`config.mk`:
```
export PLATFORM = sky130hd
export DESIGN_NAME = fpga_boot_ctrl_flat
export DESIGN_NICKNAME = d
export VERILOG_FILES = /design/src/rtl/fpga_boot_pkg.sv /design/src/rtl/fpga_boot_ctrl_if.sv /design/src/rtl/fpga_debounce.sv /design/src/rtl/fpga_boot_ctrl.sv /design/src/flat_wrapper.sv
export SDC_FILE = /design/constraint.sdc
export NUM_CORES = 1
export LEC_CHECK = 0
export BUFFER_PORTS_ARGS = -buffer_cell sky130_fd_sc_hd__buf_2
export CAP_MARGIN = 20
export CORE_AREA = 3 3 71 73
export DETAILED_ROUTE_END_ITERATION = 16
export DIE_AREA = 0 0 74 76
export GPL_TIMING_DRIVEN = 0
export PLACE_DENSITY = 0.78
export SYNTH_ARGS = -nofsm -noshare
export SYNTH_HDL_FRONTEND = slang
export SYNTH_SLANG_ARGS = --single-unit
```
`constraint.sdc`:
```
create_clock -name clk_i -period 4.9 [get_ports clk_i]
set_clock_uncertainty 0.1 [all_clocks]
set_input_delay 0.245 -clock clk_i [delete_from_list [all_inputs] [get_ports clk_i]]
set_output_delay 0.245 -clock clk_i [all_outputs]
set_load 0.03 [all_outputs]
```
`src/rtl/fpga_boot_pkg.sv`:
```
// Shared types and defaults for the FPGA boot controller: state encoding,
// default timing constants and the phase-counter width helper.
package fpga_boot_pkg;

  localparam int unsigned DefDebounceCycles   = 250000;
  localparam int unsigned DefResetHoldCycles  = 16;
  localparam int unsigned DefFetchDelayCycles = 8;

  typedef enum logic [2:0] {
    StRst   = 3'd0,
    StHold  = 3'd1,
    StWait  = 3'd2,
    StRun   = 3'd3,
    StPause = 3'd4
  } boot_state_e;

  // Counter width for a terminal count of n; at least one bit even for n = 1.
  function automatic int unsigned cnt_width(input int unsigned n);
    return $clog2((n < 2) ? 2 : n);
  endfunction

endpackage

```
`src/rtl/fpga_boot_ctrl_if.sv`:
```
// Button inputs and core-control outputs of the boot controller.
interface fpga_boot_ctrl_if;
  logic       btn_reset_i;
  logic       btn_run_i;
  logic       core_rst_no;
  logic       fetch_enable_o;
  logic [2:0] state_o;

  modport master (
    output btn_reset_i, btn_run_i,
    input  core_rst_no, fetch_enable_o, state_o
  );

  modport slave (
    input  btn_reset_i, btn_run_i,
    output core_rst_no, fetch_enable_o, state_o
  );
endinterface

```
`src/rtl/fpga_debounce.sv`:
```
// Two-flop synchronizer plus counter debouncer for one raw button, with a
// registered single-cycle pulse on each accepted rising edge.
module fpga_debounce
  import fpga_boot_pkg::*;
#(
  parameter int unsigned CYCLES = DefDebounceCycles
) (
  input  logic clk_i,
  input  logic rst_ni,
  input  logic btn_i,
  output logic db_o,
  output logic rise_o
);

  localparam int unsigned CntW = cnt_width(CYCLES);
  localparam logic [CntW-1:0] CntLast = CntW'(CYCLES - 1);

  logic [1:0]      sync_q;
  logic [CntW-1:0] cnt_q, cnt_d;
  logic            db_q, db_d;
  logic            rise_q, rise_d;

  // Counter only advances while the synchronized level disagrees with db_q.
  always_comb begin
    cnt_d  = '0;
    db_d   = db_q;
    rise_d = 1'b0;
    if (sync_q[1] != db_q) begin
      if (cnt_q == CntLast) begin
        db_d   = sync_q[1];
        rise_d = sync_q[1];
      end else begin
        cnt_d = cnt_q + 1'b1;
      end
    end
  end

  always_ff @(posedge clk_i or negedge rst_ni) begin
    if (!rst_ni) begin
      sync_q <= '0;
      cnt_q  <= '0;
      db_q   <= 1'b0;
      rise_q <= 1'b0;
    end else begin
      sync_q <= {sync_q[0], btn_i};
      cnt_q  <= cnt_d;
      db_q   <= db_d;
      rise_q <= rise_d;
    end
  end

  assign db_o   = db_q;
  assign rise_o = rise_q;

endmodule

```
`src/rtl/fpga_boot_ctrl.sv`:
```
// Boot sequencer: holds the core in reset, releases it, enables fetch, and
// toggles run/pause on debounced button events.
module fpga_boot_ctrl
  import fpga_boot_pkg::*;
#(
  parameter int unsigned DEBOUNCE_CYCLES    = DefDebounceCycles,
  parameter int unsigned RESET_HOLD_CYCLES  = DefResetHoldCycles,
  parameter int unsigned FETCH_DELAY_CYCLES = DefFetchDelayCycles
) (
  input  logic             clk_i,
  input  logic             rst_ni,
  fpga_boot_ctrl_if.slave  boot
);

  if (DEBOUNCE_CYCLES == 0 || RESET_HOLD_CYCLES == 0 || FETCH_DELAY_CYCLES == 0) begin : g_bad_param
    $error("fpga_boot_ctrl: cycle parameters must all be at least 1");
  end

  localparam int unsigned HoldW = cnt_width(RESET_HOLD_CYCLES);
  localparam int unsigned WaitW = cnt_width(FETCH_DELAY_CYCLES);
  localparam logic [HoldW-1:0] HoldLast = HoldW'(RESET_HOLD_CYCLES - 1);
  localparam logic [WaitW-1:0] WaitLast = WaitW'(FETCH_DELAY_CYCLES - 1);

  logic reset_db, unused_reset_rise;
  logic run_evt, unused_run_level;

  fpga_debounce #(.CYCLES(DEBOUNCE_CYCLES)) u_db_reset (
    .clk_i  (clk_i),
    .rst_ni (rst_ni),
    .btn_i  (boot.btn_reset_i),
    .db_o   (reset_db),
    .rise_o (unused_reset_rise)
  );

  fpga_debounce #(.CYCLES(DEBOUNCE_CYCLES)) u_db_run (
    .clk_i  (clk_i),
    .rst_ni (rst_ni),
    .btn_i  (boot.btn_run_i),
    .db_o   (unused_run_level),
    .rise_o (run_evt)
  );

  boot_state_e      state_q, state_d;
  logic [HoldW-1:0] hold_cnt_q, hold_cnt_d;
  logic [WaitW-1:0] wait_cnt_q, wait_cnt_d;
  logic             core_rst_q, fetch_q;

  always_comb begin
    state_d = state_q;
    unique case (state_q)
      StRst:   if (!reset_db) state_d = StHold;
      StHold:  if (hold_cnt_q == HoldLast) state_d = StWait;
      StWait:  if (wait_cnt_q == WaitLast) state_d = StRun;
      StRun:   if (run_evt) state_d = StPause;
      StPause: if (run_evt) state_d = StRun;
      default: state_d = StRst;
    endcase
    // Reset button wins over any same-cycle run event.
    if (reset_db) state_d = StRst;

    // Counters sit at zero outside their phase, so every entry starts at zero.
    hold_cnt_d = '0;
    wait_cnt_d = '0;
    if (state_q == StHold && state_d == StHold && hold_cnt_q != HoldLast) begin
      hold_cnt_d = hold_cnt_q + 1'b1;
    end
    if (state_q == StWait && state_d == StWait && wait_cnt_q != WaitLast) begin
      wait_cnt_d = wait_cnt_q + 1'b1;
    end
  end

  // Outputs are decoded from state_d so they move on the same edge as the state.
  always_ff @(posedge clk_i or negedge rst_ni) begin
    if (!rst_ni) begin
      state_q    <= StRst;
      hold_cnt_q <= '0;
      wait_cnt_q <= '0;
      core_rst_q <= 1'b0;
      fetch_q    <= 1'b0;
    end else begin
      state_q    <= state_d;
      hold_cnt_q <= hold_cnt_d;
      wait_cnt_q <= wait_cnt_d;
      core_rst_q <= (state_d == StWait) || (state_d == StRun) || (state_d == StPause);
      fetch_q    <= (state_d == StRun);
    end
  end

  assign boot.core_rst_no    = core_rst_q;
  assign boot.fetch_enable_o = fetch_q;
  assign boot.state_o        = state_q;

endmodule

```
`src/flat_wrapper.sv`:
```
// flat-port wrapper written by rule: the top's interface ports become plain ports
module fpga_boot_ctrl_flat import fpga_boot_pkg::*;
#(
  parameter int unsigned DEBOUNCE_CYCLES    = DefDebounceCycles,
  parameter int unsigned RESET_HOLD_CYCLES  = DefResetHoldCycles,
  parameter int unsigned FETCH_DELAY_CYCLES = DefFetchDelayCycles
)
  (clk_i, rst_ni, boot_btn_reset_i, boot_btn_run_i, boot_core_rst_no, boot_fetch_enable_o, boot_state_o);
  fpga_boot_ctrl_if boot_i ();
  input  logic clk_i;
  input  logic rst_ni;
  input wire logic [$bits(boot_i.btn_reset_i)-1:0] boot_btn_reset_i;
  input wire logic [$bits(boot_i.btn_run_i)-1:0] boot_btn_run_i;
  output wire logic [$bits(boot_i.core_rst_no)-1:0] boot_core_rst_no;
  output wire logic [$bits(boot_i.fetch_enable_o)-1:0] boot_fetch_enable_o;
  output wire logic [$bits(boot_i.state_o)-1:0] boot_state_o;
  assign boot_i.btn_reset_i = boot_btn_reset_i;
  assign boot_i.btn_run_i = boot_btn_run_i;
  assign boot_core_rst_no = boot_i.core_rst_no;
  assign boot_fetch_enable_o = boot_i.fetch_enable_o;
  assign boot_state_o = boot_i.state_o;
  fpga_boot_ctrl #(.DEBOUNCE_CYCLES(DEBOUNCE_CYCLES), .RESET_HOLD_CYCLES(RESET_HOLD_CYCLES), .FETCH_DELAY_CYCLES(FETCH_DELAY_CYCLES)) u_core (.clk_i(clk_i), .rst_ni(rst_ni), .boot(boot_i));
endmodule
```
After elaboration in Yosys (flattened, before gate mapping)
Cells that the tools add are included. W data, S select, Z words.

Bits in registers: 55. Bits of input ports: 4. Logic and storage cells: 55.

Add/subtract/negate cells: 4. Equal/unequal tests: 16. Mux-type cells: 14. Reduce and logical (&&, ||, !) cells: 9.

Operators by type and width (count): $mux W18 (4); $add A18 B1 Y18 const B (2); $eq A18 B18 Y1 const B (2); $mux W3 (6); $pmux W3 S5 (1); $eq A3 B2 Y1 const B (4); $eq A3 B3 Y1 const B (3); $eq A3 B1 Y1 const B (2); $add A4 B1 Y4 const B (1); $eq A4 B4 Y1 const B (1); $logic_and A1 B1 Y1 (4); $mux W4 (1); $ne A4 B4 Y1 const B (1); $reduce_and A2 Y1 (2); $add A3 B1 Y3 const B (1); $logic_not A3 Y1 (1); $ne A3 B3 Y1 const B (1); $logic_or A1 B1 Y1 (2); $mux W1 (2); $ne A1 B1 Y1 (2).

Longest topological paths before layout
Depth after elaboration: 8. Depth in mapped cells: 6. Mapped depth without buffers: 6.

By module
Synthesis repeated with hierarchy kept, for this count alone.

Cells, all modules: 254. Area, all modules: 2691.3 µm².

By module, submodules not included: fpga_debounce (instances 2, cells an instance 100, area an instance 1059.8 µm², seq. area each 550.5 µm²); fpga_boot_ctrl (instances 1, cells an instance 54, area an instance 571.8 µm², seq. area each 300.3 µm²).

Least setup slack after synthesis
OpenSTA, ideal clock, no wires.

Kind: reg-to-reg. Start: reg u_core.u_db_reset.cnt_q[0]. End: reg u_core.u_db_reset.cnt_q[10]. Setup time: 0.119 ns. Data arrival time: 1.633 ns. Data required time: 4.681 ns. Slack: 3.048 ns. Cell stages (with the launch flop): 6. Path buffers: 1. Clock period less this slack: 1.852 ns. Cells stage by stage: dfrtp_1 -> ha_1 -> nand3_1 -> o41ai_4 -> buf_6 -> nor2_2.

Longest elaborated chain between the ends: 3. Elaborated cells on any way between the ends: 4.

RTL lines: from (decl) (line fpga_debounce.sv:19) `logic [CntW-1:0] cnt_q, cnt_d;`; from (signal assigned) (line fpga_debounce.sv:46) `cnt_q <= cnt_d;`; $add A18 B1 Y18 or $eq A18 B18 Y1 (tied branches) (line fpga_debounce.sv:33, fpga_debounce.sv:29); $mux W18 (*) (line fpga_debounce.sv:29) `if (cnt_q == CntLast) begin`; $mux W18 (*) (line fpga_debounce.sv:28) `if (sync_q[1] != db_q) begin`; named net u_core.u_db_reset.cnt_d[10] (line fpga_debounce.sv:19).

The timed path passes the listed nets; every way through them passes the cells marked *. A chain may end at the register's enable or synchronous reset.

Worst setup path after layout
Start: reg u_core.u_db_reset.cnt_q[0]. End: reg u_core.u_db_reset.cnt_q[11].

Same word-level chain as after synthesis.

==> results.tsv <==
stage	metric	value	unit
timing	setup violators final	0	
global_routing	vias in the first global route	1772	
pwr	Max VDD drop	170.4	uV
min_path	Worst Hold Class	reg2reg	
layout	Filler cells	360	
pwr	switching pwr	0.1566	mW
layout	Syn-to-layout area delta	8.890	%
synthesis	number of flops mapped to enable cells by yosys	0	
timing	Hold Vio Cnt, Final	0	
global_routing	initial antenna violation count	0	
placed_design	post-DP HPWL	3201	um
global_routing	largest net degree at the start of global routing	40	
route	Post-Route WL	4489	um
synthesis	top-area cell type share of the netlist area	51.74	%
layout	diodes inserted	0	
pwr	logic gate share of total power	4.1	%
floorplan	Die ar.	0.005624	mm^2
floorplan	Die X	74	um
timing	relative slew slack	59.15	%
clock_tree	Num Clock Sinks	55	
clock_tree	CTS Buffer Depth	2	
clock_tree	worst-skew pair later-pin latency	0.29	ns
timing	actual slew at the worst max-slew pin	0.6107	ns
layout	final net count	274	
pwr	Internal Power	0.5709	mW
critical_path	Crit Path Class	reg2reg	
pwr	total power	0.7275	mW
synthesis	count leader, synth	dfrtp_1	
synthesis	synth cell count leaders	dfrtp_1, nor2_1, xnor2_1, nand3_1, nor4_1	
clock_tree	Reg clk slew, reported paths	0.09	ns
floorplan	DIE HEIGHT	76	um
placed_design	Final Wtd Congestion	0.8499	
synthesis	synthesized area per cell	10.81	um^2
route	WL per Instance	14.12	um
layout	final instance area	0.002897	mm^2
critical_path	Startpoint Class	flop	
layout	non-filler instance count after layout	318	
timing	RSZ-0062 raised after global routing	no	
route	via count	1828	
layout	Seq. cell area	0.001376	mm^2
critical_path	worst path arrival time	2.30	ns
clock_tree	Clk Tree Root Cell	clkbuf_8	
timing	Tcrit/Tclk final	45.29	%
pwr	static leakage	1.211	nW
synthesis	Yosys warning count	0	
layout	Core Util, Final	65.62	%
pwr	sequential power share	64.0	%
synthesis	largest area contributor in the netlist	dfrtp_1	
pwr	Sw Share	21.52	%
floorplan	Starting Density	60.26	%
placed_design	DP Cell Count	307	
synthesis	Mapped Area	0.002660	mm^2
timing	Final Max Slew Viols	0	
timing	minimum clock period	2.219	ns
global_routing	first-pass GRT wire length	7941	um
synthesis	Primary FF master, synth	dfrtp_1	
min_path	hold path cells	0	
clock_tree	Num CTS Buffers	5	
critical_path	Worst EP required	4.99	ns
clock_tree	cts repair resizes	0	
timing	PnR worst setup slack	2.681	ns
synthesis	#FFs+latches synth	55	
synthesis	asr flop ratio synth	100.0	%
job	max_cap viols	0	
critical_path	CP max FO	10	
floorplan	num ports	9	
status	status	complete, no violations	
clock_tree	H-Tree Depth	2	
clock_tree	CTS Hold Bufs	3	
synthesis	Post-Synthesis Net Count	255	
synthesis	largest cells by area after synthesis	dfrtp_1, xnor2_1, nor2_1	
timing	Peak Freq	450.6	MHz
clock_tree	CTS tree	built	
critical_path	R2R depth	5	
synthesis	post-synthesis sequential area ratio	51.74	%
layout	share of cells above drive strength 1	16.54	%
route	DRC Markers	0	
global_routing	GRT Total Usage	17.71	%
floorplan	core area	0.004414	mm^2
critical_path	CP endpoint kind	flop	
pwr	PwrDens	251.1	mW/mm^2
synthesis	Syn Inst Count	246	
route	DRT Pass-1 Iters	4	
timing	WHS	0.2784	ns
layout	multi-input logic area	0.001226	mm^2
placed_design	Post-Place Setup Slack	2.732	ns
timing	Setup Total Neg Slack	0	ns
global_routing	total gr overflow	0	
synthesis	Distinct cells, synth	42	
route	Routed Antenna Nets	0	
clock_tree	setup repair bufs after CTS	0	
placed_design	Post-DP Area	0.002785	mm^2
floorplan	row count	24	
pwr	clock network power share	32.0	%
route	DR vias/cell	5.748	
route	DR iter-0 viols	53	
placed_design	PortBufs	8	
[critical path, cell delays in order, from the launching register on]
cell,delay (ns)
dfrtp_1,0.43
ha_1,0.21
nand3_1,0.35
o41ai_4,0.70
buf_6,0.25
nor2_2,0.06
[sequential cells by signal, indices dropped and copies added, names as in the netlist]
| name | count |
|---|---|
| u_core.u_db_run.sync_q | 2 |
| u_core.u_db_reset.sync_q | 2 |
| u_core.u_db_run.cnt_q | 18 |
| u_core.u_db_reset.db_o | 1 |
| u_core.u_db_run.rise_o | 1 |
| u_core.u_db_run.db_o | 1 |
| u_core.wait_cnt_q | 3 |
| u_core.boot.fetch_enable_o | 1 |
| u_core.boot.state_o | 3 |
| u_core.u_db_reset.cnt_q | 18 |
| u_core.hold_cnt_q | 4 |
| u_core.boot.core_rst_no | 1 |
[kinds of logic (layout without fill, tap and decap cells)]
| logic type | Yosys count | in the layout | share of synthesized area [%] |
|---|---|---|---|
| AOI/OAI and AO/OA | 14 | 14 | 4.751 |
| buffers and inverters | 11 | 31 | 2.163 |
| adders and majority gates | 5 | 5 | 2.352 |
| xor gates and xnor gates | 33 | 33 | 10.87 |
| DFF | 55 | 55 | 51.74 |
| muxes | 2 | 2 | 0.9876 |
| and+or+nand+nor | 126 | 126 | 27.14 |
[layout make-up]
cell class	count	share of cell area [%]
flip-flops and latches	55	47.52
multi-input cells	180	42.33
repair buffers	12	3.110
clock buffers	7	2.635
well taps	52	2.246
plain buffers	4	1.080
inverters	7	0.9071
clock inverters	1	0.1728
[power groups by stage]
| stage | Combinational [mW] | Clock, mW | Sequential, mW |
|---|---|---|---|
| floorplan | 0.0140 | 0 | 0.473 |
| global placement | 0.0264 | 0 | 0.474 |
| detailed placement | 0.0289 | 0 | 0.474 |
| CTS | 0.0307 | 0.243 | 0.465 |
| global route | 0.0339 | 0.263 | 0.466 |
| finish | 0.0295 | 0.233 | 0.465 |
[cells in the final DEF, fill, tap and decap left out, types with 3 or more instances in the layout]
cell and instances:
nor2_2 10, nor4_1 12, ha_1 5, a21oi_1 7
and3_1 5, nand3_2 3, clkbuf_8 5, clkbuf_1 3
inv_1 7, buf_2 9, xor2_1 11, dfrtp_1 55
nand3_1 12, nor2b_1 5, xnor2_1 22, dlygate4sd3_1 3
nor2_1 32, nand2_1 11, nor3_1 5, nand4_1 10
[worst paths after layout]
check | slack (ns) | from | end
max | 2.68 | u_core.u_db_reset.cnt_q[0] | u_core.u_db_reset.cnt_q[11]
min | 0.28 | u_core.u_db_run.sync_q[0] | u_core.u_db_run.sync_q[1]
max reg2reg | 2.68 | u_core.u_db_reset.cnt_q[0] | u_core.u_db_reset.cnt_q[11]
min reg2reg | 0.28 | u_core.u_db_run.sync_q[0] | u_core.u_db_run.sync_q[1]
max in group asynchronous | 3.88 | rst_ni | u_core.u_db_run.cnt_q[8]
min in group asynchronous | 0.30 | rst_ni | u_core.hold_cnt_q[2]
[per-layer routing]
metal / GRT usage (%) / vias up / wire [um]
met5: 0 / - / 0
met4: 5.254 / 0 / 55
met3: 3.958 / 7 / 150
met2: 26.68 / 30 / 2154
met1: 25.39 / 884 / 2128
li1: - / 907 / -
Note: power is estimated with default switching activity, not from simulation.
